[src/rtl/regfile_pkg.sv]
// regfile_pkg -- constants and types shared by the writeback arbiter slice.
//   DW       : default data width of every write-data path
//   NREG     : default number of architectural registers
//   AW       : register address width, log2(NREG)
//   req_id_e : identifies a writeback requester (ALU or load unit)
package regfile_pkg;

  localparam int DW   = 16;
  localparam int NREG = 16;
  localparam int AW   = 4;

  typedef enum logic {
    REQ_ALU = 1'b0,
    REQ_LD  = 1'b1
  } req_id_e;

endpackage

[src/rtl/rr_arbiter2.sv]
// rr_arbiter2 -- two-way round-robin grant for the writeback port.
// Ports:
//   clk, reset        : clock and asynchronous active-low reset
//   req_alu, req_ld   : request (valid) from each requester
//   gnt_alu, gnt_ld   : combinational grant (ready), low while reset is held
//   winner            : requester id of the current grant (ALU when idle)
// A lone requester is granted at once. When both request, the pointer
// picks the winner and flips afterwards, so uncontested grants never
// disturb the fairness order. The pointer resets to ALU-first.
module rr_arbiter2
  import regfile_pkg::*;
(
  input  logic    clk,
  input  logic    reset,
  input  logic    req_alu,
  input  logic    req_ld,
  output logic    gnt_alu,
  output logic    gnt_ld,
  output req_id_e winner
);

  req_id_e ptr_reg;
  req_id_e ptr_next;
  logic    contested;

  always_comb begin
    contested = req_alu & req_ld;
    gnt_alu   = 1'b0;
    gnt_ld    = 1'b0;
    ptr_next  = ptr_reg;
    // Grants are gated by reset so neither side sees ready while held.
    if (reset) begin
      if (contested) begin
        if (ptr_reg == REQ_ALU) begin
          gnt_alu  = 1'b1;
          ptr_next = REQ_LD;
        end else begin
          gnt_ld   = 1'b1;
          ptr_next = REQ_ALU;
        end
      end else begin
        gnt_alu = req_alu;
        gnt_ld  = req_ld;
      end
    end
    winner = gnt_ld ? REQ_LD : REQ_ALU;
  end

  always_ff @(posedge clk or negedge reset) begin
    if (!reset) begin
      ptr_reg <= REQ_ALU;
    end else begin
      ptr_reg <= ptr_next;
    end
  end

endmodule

[src/rtl/regfile_wb_arbiter.sv]
// regfile_wb_arbiter -- merges ALU and load-unit writebacks onto a single
// registered register-file write port and tracks pending writes.
// Ports:
//   clk, reset                   : clock, asynchronous active-low reset
//   alu_valid/ready/addr/data    : ALU writeback request handshake
//   ld_valid/ready/addr/data     : load-unit writeback request handshake
//   iss_valid, iss_addr          : issue stage marks iss_addr pending-write
//   rd_a0, rd_a1                 : sources of the instruction being issued
//   hazard                       : a source register has a pending write
//   busy                         : pending-write scoreboard, bit i = reg i
//   w_en, w_addr, w_data         : registered write port, one cycle after
//                                  the transfer
// Optional build macro REGFILE_ARB_ZERO_REG_EN: register 0 is hardwired
// zero. Writes to it are still accepted but never reach the write port, it
// is never marked busy and reading it never raises a hazard.
module regfile_wb_arbiter #(
  parameter  int DW   = regfile_pkg::DW,
  parameter  int NREG = regfile_pkg::NREG,
  localparam int AW   = $clog2(NREG)
) (
  input  logic            clk,
  input  logic            reset,
  input  logic            alu_valid,
  output logic            alu_ready,
  input  logic [AW-1:0]   alu_addr,
  input  logic [DW-1:0]   alu_data,
  input  logic            ld_valid,
  output logic            ld_ready,
  input  logic [AW-1:0]   ld_addr,
  input  logic [DW-1:0]   ld_data,
  input  logic            iss_valid,
  input  logic [AW-1:0]   iss_addr,
  input  logic [AW-1:0]   rd_a0,
  input  logic [AW-1:0]   rd_a1,
  output logic            hazard,
  output logic [NREG-1:0] busy,
  output logic            w_en,
  output logic [AW-1:0]   w_addr,
  output logic [DW-1:0]   w_data
);

  import regfile_pkg::*;

  logic            gnt_alu;
  logic            gnt_ld;
  req_id_e         winner;
  logic            xfer;
  logic [AW-1:0]   win_addr;
  logic [DW-1:0]   win_data;
  logic            w_en_next;
  logic            w_en_reg;
  logic [AW-1:0]   w_addr_reg;
  logic [DW-1:0]   w_data_reg;
  logic [NREG-1:0] busy_reg;
  logic [NREG-1:0] busy_next;

  rr_arbiter2 u_arb (
    .clk     (clk),
    .reset   (reset),
    .req_alu (alu_valid),
    .req_ld  (ld_valid),
    .gnt_alu (gnt_alu),
    .gnt_ld  (gnt_ld),
    .winner  (winner)
  );

  assign alu_ready = gnt_alu;
  assign ld_ready  = gnt_ld;

  always_comb begin
    xfer     = (alu_valid & gnt_alu) | (ld_valid & gnt_ld);
    win_addr = (winner == REQ_LD) ? ld_addr : alu_addr;
    win_data = (winner == REQ_LD) ? ld_data : alu_data;
`ifdef REGFILE_ARB_ZERO_REG_EN
    w_en_next = xfer && (win_addr != '0);
`else
    w_en_next = xfer;
`endif
  end

  // Address/data only load on a transfer; w_en qualifies them.
  always_ff @(posedge clk or negedge reset) begin
    if (!reset) begin
      w_en_reg   <= 1'b0;
      w_addr_reg <= '0;
      w_data_reg <= '0;
    end else begin
      w_en_reg <= w_en_next;
      if (xfer) begin
        w_addr_reg <= win_addr;
        w_data_reg <= win_data;
      end
    end
  end

  // Scoreboard: a new issue to a register wins over a write retiring the
  // older pending value of that same register in the same cycle.
  for (genvar gi = 0; gi < NREG; gi++) begin : g_busy
    logic set_hit;
    logic clr_hit;
    assign set_hit = iss_valid && (iss_addr == AW'(gi));
    assign clr_hit = w_en_reg && (w_addr_reg == AW'(gi));
`ifdef REGFILE_ARB_ZERO_REG_EN
    if (gi == 0) begin : g_zero
      assign busy_next[gi] = 1'b0;
    end else begin : g_norm
      assign busy_next[gi] = set_hit | (busy_reg[gi] & ~clr_hit);
    end
`else
    assign busy_next[gi] = set_hit | (busy_reg[gi] & ~clr_hit);
`endif
  end

  always_ff @(posedge clk or negedge reset) begin
    if (!reset) begin
      busy_reg <= '0;
    end else begin
      busy_reg <= busy_next;
    end
  end

`ifdef REGFILE_ARB_ZERO_REG_EN
  assign hazard = ((rd_a0 != '0) & busy_reg[rd_a0]) |
                  ((rd_a1 != '0) & busy_reg[rd_a1]);
`else
  assign hazard = busy_reg[rd_a0] | busy_reg[rd_a1];
`endif

  assign busy   = busy_reg;
  assign w_en   = w_en_reg;
  assign w_addr = w_addr_reg;
  assign w_data = w_data_reg;

endmodule
[config.mk]
export PLATFORM = sky130hd
export DESIGN_NAME = regfile_wb_arbiter
export DESIGN_NICKNAME = d
export VERILOG_FILES = /design/src/rtl/regfile_pkg.sv /design/src/rtl/rr_arbiter2.sv /design/src/rtl/regfile_wb_arbiter.sv
export SDC_FILE = /design/constraint.sdc
export NUM_CORES = 1
export LEC_CHECK = 0
export CORE_UTILIZATION = 36
export DETAILED_ROUTE_END_ITERATION = 16
export PLACE_DENSITY = 0.74
export SLEW_MARGIN = 20
export SYNTH_ARGS = -nofsm -noshare
export SYNTH_HDL_FRONTEND = slang
export SYNTH_SLANG_ARGS = --single-unit
[constraint.sdc]
create_clock -name clk -period 1.7 [get_ports clk]
set_input_delay 0.34 -clock clk [delete_from_list [all_inputs] [get_ports clk]]
set_output_delay 0.34 -clock clk [all_outputs]
set_load 0.02 [all_outputs]
======== Word level (Yosys, flattened, before mapping) ========
Index checks and enable logic that the tools add are counted.
W data, S select, Z words.
word-level totals
  output and inout port bits .............. 40
  word-level logic and storage cells ...... 138
  register bits ........................... 38
  bits of input ports ..................... 57
operators by class
  bitwise gates (word level) .............. 53
  equality and inequality tests ........... 30
  mux-type cells .......................... 13
  order comparisons ....................... 2
  reductions and logical operators ........ 35
operator list
  kind                  number
  $eq A4 B4 Y1 const B  16
  $eq A4 B3 Y1 const B  8
  $logic_and A1 B1 Y1   32
  $and A1 B1 Y1         19
  $or A1 B1 Y1          18
  $eq A4 B2 Y1 const B  4
  $mux W16              1
  $not A1 Y1            16
  $lt A4 B5 Y1 const B  2
  $mux W1               9
  $bmux W1 S4           2
  $eq A4 B1 Y1 const B  2
  $logic_not A4 Y1      2
  $mux W4               1
  $reduce_and A2 Y1     1

======== Depth between registers and ports, before layout ========
  depth after elaboration ................. 5
  mapped depth ............................ 5
  mapped depth without buffers ............ 4

======== Cells and area by module ========
From an unflattened synthesis, not the netlist that was laid out.
unflattened totals
  cells, all modules ...................... 182
  area total of the unflattened synthesis .. 1968.1 µm²
modules (own cells, without submodules)
  module              area each (µm²)  times used  seq. area each (µm²)  cells each
  regfile_wb_arbiter  1900.6           1           925.9                 173
  rr_arbiter2         67.6             1           25.0                  9

======== Worst setup path after synthesis ========
Ideal clock, no wire load.
  kind .................................... reg-to-output
  from .................................... register busy_reg[5], in the netlist busy[5]
  to ...................................... output hazard
  data required time ...................... 1.360 ns
  path buffers ............................ 0
  path slack .............................. -0.034 ns
  stages on the path, launching flop included .. 5
  arrival time ............................ 1.394 ns
  cells stage by stage .................... dfrtp_1 -> mux4_2 -> nor2b_4 -> a211oi_2 -> o21ai_1
between the ends
  word-level cells in the longest chain between the ends .. 3
  elaborated cells on any way between the ends .. 5
  those cells by class .................... mux (4); bitwise (1)
RTL lines
  item                           line                       RTL
  from (decl)                    regfile_wb_arbiter.sv:54   logic [NREG-1:0] busy_reg;
  from (signal assigned)         regfile_wb_arbiter.sv:118  busy_reg <= busy_next;
  $bmux W1 S4                    regfile_wb_arbiter.sv:126  assign hazard = busy_reg[rd_a0] | busy_reg[rd_a1];
  $mux W1 (not written as such)  regfile_wb_arbiter.sv:126
  $or A1 B1 Y1 *                 regfile_wb_arbiter.sv:126
  to (decl)                      regfile_wb_arbiter.sv:35   output logic hazard,
Every way passes the cells marked *; elsewhere a longest branch is shown, timed or not. The select of a mux whose other input is x is not followed.

======== Worst setup path after layout ========
  from .................................... register busy_reg[0], in the netlist busy[0]
  to ...................................... output hazard
Same word-level chain as after synthesis.

==> flow_metrics.py <==
metrics = {
    "sta": {
        "worstMarginPinSlew_ps": 278,
        "period_share_pct": 121,
        "setup_viol": 1,
        "rsz0062_at_grt": "true",
        "fin_crit_ps": 2050,
        "fmax_mhz": 487,
        "finalMaxSlewViolations": 0,
        "skew_ps": 3.01,
        "relSlewSlack_pct": 81.5,
        "hold_ws_ps": 18.2,
        "final-hold-violation-count": 0,
        "tns_ps": -352,
        "postLayoutSetupSlackWorst_ps": -352,
    },
    "worst_setup_path": {
        "r2r-start": "w_addr[1]$_DFFE_PN0P_",
        "endpoint": "hazard",
        "ff2ff_path_depth": 3,
        "end_kind": "output port",
        "crit_fanout": 4,
        "startpoint": "busy[0]$_DFF_PN0_",
        "worst-setup-path-type": "flip-flop to output port",
        "required_ps": 1360,
        "r2r-end": "busy[12]$_DFF_PN0_",
        "r2r_setup_slack_ps": 290,
        "cp-start-kind": "flip-flop",
        "arrival_ps": 1710,
    },
    "yosys": {
        "yosys-top-cells-count": "38 x dfrtp_1, 36 x o21ai_0, 17 x inv_1, 15 x a222oi_1, 10 x nand2_1",
        "postSynthAreaPerCell_um2": 11.4,
        "yosysMostFrequentCell": "dfrtp_1",
        "synth_area_leaders": "dfrtp_1 50%, o21ai_0 9.6%, mux4_1 8.4%, a222oi_1 8.0%, mux2i_1 4.2%",
        "ys_seq_elements": 38,
        "synthCells": 165,
        "yosysTopAreaCell": "dfrtp_1",
        "synth_nets": 222,
        "synth_ff_type": "dfrtp_1",
        "yosys_warnings": 0,
        "synth_top_area_share_pct": 50.5,
        "synthArstFlopShare_pct": 100,
        "synth-edff-count": 0,
        "synth_cell_types": 25,
        "seq_area_frac_synth_pct": 50.5,
        "syn_area_um2": 1880,
    },
    "route": {
        "drcViolationCount": 0,
        "drt_iter0_drc": 109,
        "vias": 1863,
        "ant_nets": 0,
        "via_per_inst": 5.22,
        "drt_wl_total_um": 5520,
        "routedWlPerCell_um": 15.5,
        "firstDrtPassIters": 4,
    },
    "clock_network": {
        "clk_latency_ps": 290,
        "cts_num_sinks": 38,
        "cts_tree": "built",
        "clockBufferDepth": 2,
        "cts_max_level": 2,
        "cts_setup_buffers": 0,
        "cts_root_buf": "clkbuf_8",
        "numCtsBuffers": 5,
        "clkTransAtPathRegs_ps": 70,
    },
    "place": {
        "port_buffers": 96,
        "gp_congestion": 0.858,
        "place_hpwl_um": 4420,
    },
    "floorplanning": {
        "start_util_pct": 38.6,
        "row_count": 25,
        "core-area_um2": 4880,
        "die_h_um": 74.3,
        "ios": 97,
        "die_area_um2": 5530,
        "fp.dieW_um": 74.3,
    },
    "global_route": {
        "gr-total-overflow": 0,
        "grt_max_degree": 21,
        "grt_usage_pct": 21.4,
        "grt_pass1_vias": 1842,
        "grt_pass1_wl_um": 8700,
        "antenna_found_initial": 0,
    },
    "power_and_ir_drop": {
        "p_leak_nw": 1.41,
        "peakVddDrop_uv": 551,
        "p_per_area_nw_per_um2": 1290,
    },
    "cells_and_area": {
        "num_antenna_cells": 0,
        "fin_util_pct": 65.5,
        "drive_above_1_share_pct": 18.6,
        "syn2layout_area_growth_pct": 69.7,
        "layout.nets": 346,
    },
    "run": {
        "drv_cap": 0,
    },
    "worst_hold_path": {
        "hold_class": "input pin to asynchronous set/reset pin",
    },
    "run_status": {
        "violations": "negative setup slack",
        "status": "finished, violations left",
    },
}
-- final cells by class --
cell class / instances / area, um^2
fillers: 415 / 1680
repair buffers: 122 / 1130
flip-flops and latches: 38 / 955
multi-input cells: 105 / 855
clock buffers: 8 / 110
well taps: 67 / 83.8
inverters: 17 / 63.8
-- worst min-delay path by stage --
| stage | start | slack, ps | end | depth (start not counted) |
|---|---|---|---|---|
| floorplan | reset | 40 | busy[0]$_DFF_PN0_ | 0 |
| global placement | reset | 320 | w_data[8]$_DFFE_PN0P_ | 2 |
| detailed placement | reset | 330 | w_data[8]$_DFFE_PN0P_ | 2 |
| CTS | reset | 6 | w_data[9]$_DFFE_PN0P_ | 2 |
| global route | reset | 30 | w_data[9]$_DFFE_PN0P_ | 2 |
| finish | reset | 20 | w_data[9]$_DFFE_PN0P_ | 2 |
-- cell families after synthesis --
kind of cell / synth area share (%)
AOI/OAI and AO/OA: 19.9
and+or+nand+nor: 9.03
buffers and inverters: 4.58
muxes: 15.6
DFF: 50.5
xor gates and xnor gates: 0.465
-- per-stage QoR --
step / setup WS, ps / total power [mW] / std cells / area, um^2
floorplan: 4.13 / 2.34 / 165 / 1890
global placement: -1010 / 3.51 / 349 / 3100
detailed placement: -1090 / 3.56 / 349 / 3100
CTS: -382 / 4.17 / 357 / 3190
global route: -436 / 4.36 / 357 / 3200
finish: -352 / 4.13 / 357 / 3200
-- power breakdown --
group          switching (mW)  leakage [nW]  internal [mW]
sequential              0.272         0.440           1.20
combinational           0.906         0.915           1.04
clock                   0.302        0.0575          0.409
total                    1.48          1.41           2.65
-- worst max-delay path, stage by stage, from the launching register on --
cell and delay [ps]:
dfrtp_2 440, mux4_2 460, nor2b_4 140, a211oi_2 180, o21ai_2 80, buf_6 130
-- routing by layer --
layer	track usage, %	share of wire, %
met5	0	0
met2	36.4	49
met4	7.34	0.38
met1	25.2	40
met3	7.86	10
-- cell usage in the layout, fill, tap and decap left out, types with 5 or more instances in the layout --
cell type	n
dlygate4sd2_1	18
nand2b_1	6
buf_4	26
clkbuf_8	8
nand2_1	10
inv_1	17
mux4_1	5
mux2i_1	8
clkdlybuf4s50_1	68
o21ai_0	36
dfrtp_1	35
a222oi_1	15
-- repair_timing --
action | in CTS | in global routing
pin swaps | 1 | 0
hold buffers | 0 | 0
setup endpoints to repair | 19 | 6
gates resized for setup | 39 | 5
Power figures use the tool's default switching activity.
